### config.mk
export PLATFORM = sky130hd
export DESIGN_NAME = ahb_arbiter
export DESIGN_NICKNAME = d
export VERILOG_FILES = /design/src/rtl/ahb_pkg.sv /design/src/rtl/ahb_rr_picker.sv /design/src/rtl/ahb_arbiter.sv
export SDC_FILE = /design/constraint.sdc
export NUM_CORES = 1
export LEC_CHECK = 0
export ABC_AREA = 1
export BUFFER_PORTS_ARGS = -buffer_cell sky130_fd_sc_hd__buf_2
export CAP_MARGIN = 20
export CORE_ASPECT_RATIO = 0.6
export CORE_MARGIN = 4
export CORE_UTILIZATION = 45
export CTS_CLUSTER_SIZE = 20
export DETAILED_ROUTE_END_ITERATION = 10
export PLACE_DENSITY = 0.7
export SLEW_MARGIN = 15
export SYNTH_ARGS = -nofsm -noshare
export SYNTH_HDL_FRONTEND = slang
export SYNTH_SLANG_ARGS = --single-unit
### constraint.sdc
create_clock -name HCLK -period 1.65 [get_ports HCLK]
set_clock_uncertainty 0.2 [all_clocks]
set_input_delay 0.33 -clock HCLK [delete_from_list [all_inputs] [get_ports HCLK]]
set_output_delay 0.33 -clock HCLK [all_outputs]
set_load 0.01 [all_outputs]
### src/rtl/ahb_pkg.sv
// AHB arbiter shared definitions: bus encodings, arbiter state and burst length decode.
package ahb_pkg;

  localparam logic [1:0] HTRANS_IDLE   = 2'b00;
  localparam logic [1:0] HTRANS_BUSY   = 2'b01;
  localparam logic [1:0] HTRANS_NONSEQ = 2'b10;
  localparam logic [1:0] HTRANS_SEQ    = 2'b11;

  localparam logic [2:0] HBURST_SINGLE = 3'b000;
  localparam logic [2:0] HBURST_INCR   = 3'b001;
  localparam logic [2:0] HBURST_WRAP4  = 3'b010;
  localparam logic [2:0] HBURST_INCR4  = 3'b011;
  localparam logic [2:0] HBURST_WRAP8  = 3'b100;
  localparam logic [2:0] HBURST_INCR8  = 3'b101;
  localparam logic [2:0] HBURST_WRAP16 = 3'b110;
  localparam logic [2:0] HBURST_INCR16 = 3'b111;

  localparam logic [1:0] HRESP_OKAY  = 2'b00;
  localparam logic [1:0] HRESP_ERROR = 2'b01;
  localparam logic [1:0] HRESP_RETRY = 2'b10;
  localparam logic [1:0] HRESP_SPLIT = 2'b11;

  typedef logic [3:0] beat_cnt_t;

  typedef enum logic [1:0] {
    ST_ARB   = 2'd0,
    ST_BURST = 2'd1,
    ST_LOCK  = 2'd2
  } arb_state_e;

  // Beats in a burst; 0 marks an unbounded INCR.
  function automatic logic [4:0] burst_beats(input logic [2:0] hburst);
    case (hburst)
      HBURST_SINGLE:               return 5'd1;
      HBURST_INCR:                 return 5'd0;
      HBURST_WRAP4,  HBURST_INCR4:  return 5'd4;
      HBURST_WRAP8,  HBURST_INCR8:  return 5'd8;
      default:                     return 5'd16;
    endcase
  endfunction

endpackage

### src/rtl/ahb_rr_picker.sv
// Combinational round-robin picker: nearest requester after ptr wins, ptr itself last.
module ahb_rr_picker #(
  parameter int NUM_MASTERS = 4,
  parameter int MW          = $clog2(NUM_MASTERS)
) (
  input  logic [NUM_MASTERS-1:0] req,
  input  logic [MW-1:0]          ptr,
  output logic [NUM_MASTERS-1:0] grant,
  output logic [MW-1:0]          winner,
  output logic                   any_req
);

  logic [MW-1:0] cand;

  // Walk from the farthest candidate to the nearest so the nearest hit is kept.
  always_comb begin
    grant   = '0;
    winner  = '0;
    cand    = '0;
    any_req = |req;
    for (int i = NUM_MASTERS; i >= 1; i--) begin
      cand = MW'((int'(ptr) + i) % NUM_MASTERS);
      if (req[cand]) winner = cand;
    end
    if (any_req) grant[winner] = 1'b1;
  end

endmodule

### src/rtl/ahb_arbiter.sv
// AHB bus arbiter: round-robin grant that never splits fixed-length bursts or locked sequences.
module ahb_arbiter
  import ahb_pkg::*;
#(
  parameter int NUM_MASTERS    = 4,
  parameter int DEFAULT_MASTER = 0,
  parameter int MW             = $clog2(NUM_MASTERS)
) (
  input  logic                   HCLK,
  input  logic                   HRESET,
  input  logic [NUM_MASTERS-1:0] HBUSREQ,
  input  logic [NUM_MASTERS-1:0] HLOCK,
  input  logic [1:0]             HTRANS,
  input  logic [2:0]             HBURST,
  input  logic                   HREADY,
  input  logic [1:0]             HRESP,
  output logic [NUM_MASTERS-1:0] HGRANT,
  output logic [MW-1:0]          HMASTER,
  output logic [MW-1:0]          HMASTER_D,
  output logic                   HMASTLOCK
);

  localparam logic [MW-1:0]          DEF_IDX   = MW'(DEFAULT_MASTER);
  localparam logic [NUM_MASTERS-1:0] DEF_GRANT =
    {{(NUM_MASTERS-1){1'b0}}, 1'b1} << DEFAULT_MASTER;

  arb_state_e state, state_nxt;
  beat_cnt_t  beat_cnt, cnt_nxt;
  logic [MW-1:0] rr_ptr;
  logic [MW-1:0] grant_idx;
  logic          rearb;

  logic [NUM_MASTERS-1:0] pick_grant;
  logic [MW-1:0]          pick_idx;
  logic                   pick_any;

  logic       owner_lock;
  logic       is_nonseq;
  logic       is_idle;
  logic       err_first;
  logic [4:0] beats;

  ahb_rr_picker #(
    .NUM_MASTERS(NUM_MASTERS),
    .MW         (MW)
  ) u_picker (
    .req    (HBUSREQ),
    .ptr    (rr_ptr),
    .grant  (pick_grant),
    .winner (pick_idx),
    .any_req(pick_any)
  );

  // HTRANS/HBURST/HLOCK are judged against the address-phase owner.
  assign owner_lock = HLOCK[HMASTER];
  assign is_nonseq  = (HTRANS == HTRANS_NONSEQ);
  assign is_idle    = (HTRANS == HTRANS_IDLE);
  assign err_first  = (HRESP != HRESP_OKAY) && !HREADY;
  assign beats      = burst_beats(HBURST);

  always_comb begin
    state_nxt = state;
    cnt_nxt   = beat_cnt;
    rearb     = 1'b0;
    case (state)
      ST_ARB: begin
        if (HREADY) begin
          if (is_nonseq && owner_lock) begin
            state_nxt = ST_LOCK;
          end else if (is_nonseq && beats >= 5'd4) begin
            state_nxt = ST_BURST;
            cnt_nxt   = beat_cnt_t'(beats - 5'd1);
          end else begin
            rearb = 1'b1;
          end
        end
      end
      ST_BURST: begin
        if (err_first) begin
          state_nxt = ST_ARB;
          cnt_nxt   = '0;
        end else if (HREADY) begin
          if (is_idle || is_nonseq) begin
            state_nxt = ST_ARB;
            cnt_nxt   = '0;
            rearb     = 1'b1;
          end else if (HTRANS == HTRANS_SEQ) begin
            if (beat_cnt <= beat_cnt_t'(1)) begin
              state_nxt = ST_ARB;
              cnt_nxt   = '0;
              rearb     = 1'b1;
            end else begin
              cnt_nxt = beat_cnt - beat_cnt_t'(1);
            end
          end
        end
      end
      ST_LOCK: begin
        if (err_first) begin
          state_nxt = ST_ARB;
          cnt_nxt   = '0;
        end else if (HREADY && !owner_lock && (is_idle || is_nonseq)) begin
          state_nxt = ST_ARB;
          rearb     = 1'b1;
        end
      end
      default: begin
        state_nxt = ST_ARB;
        cnt_nxt   = '0;
      end
    endcase
  end

  always_ff @(posedge HCLK or posedge HRESET) begin
    if (HRESET) begin
      state    <= ST_ARB;
      beat_cnt <= '0;
    end else begin
      state    <= state_nxt;
      beat_cnt <= cnt_nxt;
    end
  end

  // Grant and the address/data ownership pipeline advance only on HREADY edges.
  always_ff @(posedge HCLK or posedge HRESET) begin
    if (HRESET) begin
      HGRANT    <= DEF_GRANT;
      grant_idx <= DEF_IDX;
      rr_ptr    <= DEF_IDX;
      HMASTER   <= DEF_IDX;
      HMASTER_D <= DEF_IDX;
      HMASTLOCK <= 1'b0;
    end else begin
      if (HREADY) begin
        HMASTER   <= grant_idx;
        HMASTER_D <= HMASTER;
        HMASTLOCK <= HLOCK[grant_idx];
      end
      if (rearb) begin
        if (pick_any) begin
          HGRANT    <= pick_grant;
          grant_idx <= pick_idx;
          rr_ptr    <= pick_idx;
        end else begin
          HGRANT    <= DEF_GRANT;
          grant_idx <= DEF_IDX;
        end
      end
    end
  end

endmodule
==> results.py <==
metrics = {
    "run_status": {
        "status": "finished, violations left",
        "violations": "negative setup slack",
    },
    "synthesis": {
        "synth-async-reset-ratio": 1.00,
        "seq_area_frac_synth": 0.357,
        "synth_top_flop_cell": "dfrtp_1",
        "syn_area_um2": 1340,
        "syn_nets": 218,
        "synth_cells": 197,
        "synth_edf_count": 0,
        "synth_area_per_cell_um2": 6.78,
        "yosys_warnings": 0,
        "ys_seq_elements": 19,
        "ys_types": 28,
    },
    "critical_path": {
        "cp.required_ps": 1650,
        "worstSetupEndpointType": "flip-flop",
        "critPathLaunchType": "flip-flop",
        "cp_data_arrival_time_ps": 1790,
        "path_class": "flip-flop to flip-flop",
        "crit_path_max_fanout": 8,
    },
    "route": {
        "via_per_inst": 5.58,
        "drt.antenna.violating_nets": 0,
        "dr.pass1.iters": 4,
        "vias": 1535,
        "drt-initial-drc-count": 139,
        "route.detailed.drc": 0,
        "routed_wl_mm": 3.98,
        "detail_route.wl_per_cell_um": 14.5,
    },
    "die": {
        "die_h_um": 50.2,
        "fp-row-count": 14,
        "core_um2": 2660,
        "design.die.area_um2": 3930,
        "start_util": 0.501,
        "dieWidth_um": 78.3,
        "ioPinCount": 27,
    },
    "timing": {
        "fin_crit_sh": 1.08,
        "timing.hold.ws_ps": 170,
        "worst_slack_ps": -136,
        "relSlewSlack": 0.750,
        "hold_violations": 0,
        "fmax_ghz": 0.560,
        "tightest_slew_ps": 373,
        "maxSlewViolCount": 0,
        "rsz0062_at_grt": "yes",
        "min_period_ps": 1790,
        "tns_ps": -857,
        "setup_violations": 14,
    },
    "global_routing": {
        "grt_max_degree": 20,
        "grt_pass1_vias": 1318,
        "grt.overflow.total": 0,
        "gr-usage-all-layers": 0.179,
        "grt_pass1_wl_mm": 5.68,
        "antenna_found_initial": 0,
    },
    "power_and_ir_drop": {
        "p_leak_nw": 0.955,
        "ir_worst_vdd_uv": 914,
        "p_int_mw": 1.66,
        "sequentialPowerShare": 0.254,
        "cellPowerDensity_nw_per_um2": 1860,
        "combPwrFrac": 0.647,
        "p_sw_frac": 0.508,
        "p_switching_mw": 1.71,
        "power.total_mw": 3.37,
        "p_clk_frac": 0.098,
    },
    "cells_and_area": {
        "final_cell_mix": "46 x nand2_1, 26 x buf_2, 17 x dfrtp_1, 17 x inv_1, 17 x nand2_2",
        "diodes": 0,
        "post-route-util": 0.680,
        "design_area_um2": 1810,
        "final_nets": 257,
        "final_cells": 275,
        "mostFrequentLayoutCell": "nand2_1",
        "syn_to_final_growth_pct": 35.6,
        "drive_above_1_share": 0.417,
    },
    "cts": {
        "clkSinkCount": 19,
        "path_clk_slew_ps": 70,
        "cts_root_buf": "clkbuf_8",
        "cts_tree": "yes",
        "cts_made_buffers": 3,
        "clk_latency_ps": 260,
        "max-clock-path-buffers": 2,
        "cts_max_level": 1,
    },
    "place": {
        "placed_area_um2": 1530,
        "portBuffers": 26,
        "place_congestion": 0.855,
        "numPlacedInstances": 266,
        "dp_hpwl_mm": 2.72,
        "place_ws_ps": -70.9,
    },
    "hold_path": {
        "hold_class": "primary input to flip-flop",
    },
    "flow_run": {
        "maxCapViolations": 0,
    },
}
per-layer routing:
layer,vias to the layer above,wire length [µm],GRT usage
met3,22,297,0.0482
met5,-,0,0
met1,719,1670,0.240
li1,704,-,-
met2,90,1870,0.294
met4,0,144,0.0407
synthesized netlist by cell type, types with 2 or more instances:
cell | count | share of area
nand2_1 | 60 | 0.17
inv_1 | 25 | 0.070
nand3_1 | 20 | 0.075
dfrtp_1 | 18 | 0.34
nor2_1 | 12 | 0.034
o21ai_1 | 9 | 0.034
o21ai_0 | 8 | 0.030
nand2_2 | 7 | 0.033
a21oi_1 | 6 | 0.022
inv_2 | 5 | 0.014
ha_1 | 3 | 0.028
nand4_1 | 3 | 0.014
nor2_2 | 3 | 0.014
nor3_1 | 2 | 0.0075
o21ai_2 | 2 | 0.013
xor2_1 | 2 | 0.013
power by group through the flow:
stage	sequential, mW	clock [mW]	combinational, mW
2_1_floorplan	0.857	0	1.12
3_3_place_gp	0.859	0	1.47
3_5_place_dp	0.868	0	1.54
4_1_cts	0.835	0.333	1.70
5_1_grt	0.881	0.369	2.38
6_report	0.856	0.331	2.18
cell type report:
class | count | area (µm²)
Clock buffer | 3 | 41.3
Clock inverter | 1 | 5.00
Fill cell | 223 | 852
Inverter | 32 | 130
Multi-Input combinational cell | 144 | 895
Sequential cell | 19 | 478
Tap cell | 40 | 50.0
Timing Repair Buffer | 36 | 211
timing repair:
action / 4_1_cts / 5_1_grt
gates resized for setup: 17 / 39
endpoints found under the hold margin: 18 / 0
setup endpoints to repair: 10 / 14
setup buffers: 2 / 2
hold buffers: 1 / 0
pin swaps: 5 / 17
final timing paths:
path / startpoint / end / slack (ps) / cells after the start
hold reg to reg: HMASTER_D[1]$_DFFE_PP0P_ / HMASTER_D[1]$_DFFE_PP0P_ / 280 / 2
min in group asynchronous: HRESET / rr_ptr[0]$_DFFE_PP0P_ / 430 / 4
max in group asynchronous: HRESET / HGRANT[0]$_DFFE_PP1P_ / 550 / 4
setup reg to reg: beat_cnt[0]$_DFFE_PP0P_ / HGRANT[0]$_DFFE_PP1P_ / -140 / 13
setup / recovery: beat_cnt[0]$_DFFE_PP0P_ / HGRANT[0]$_DFFE_PP1P_ / -140 / 13
hold / removal: HLOCK[1] / HMASTLOCK$_DFFE_PP0P_ / 170 / 3
cells by family (layout without fill, tap and decap cells):
| family | after synthesis | after routing | synth area share |
|---|---|---|---|
| and+or+nand+nor | 111 | 111 | 0.377 |
| buffers and inverters | 34 | 72 | 0.110 |
| AOI/OAI and AO/OA | 28 | 28 | 0.115 |
| DFF | 19 | 19 | 0.357 |
| adders and majority gates | 3 | 3 | 0.0281 |
| xor gates and xnor gates | 2 | 2 | 0.0131 |
sequential cells by signal, summed over array words and instances, names as in the netlist:
register,cells
HMASTER,2
HMASTER_D,2
beat_cnt,4
HGRANT,4
grant_idx,2
rr_ptr,2
HMASTLOCK,1
state,2
critical path, cell delays in order, from the launching register on:
cell	delay, ps
dfrtp_1	440
inv_2	80
ha_4	160
inv_2	40
nand2_2	50
nand3_2	50
nand2_1	50
nand3_1	80
nand2_1	80
inv_2	110
nand2_8	110
nand2_8	110
nand2_2	50
nor2_2	120
(Power assumes the default switching activity.)
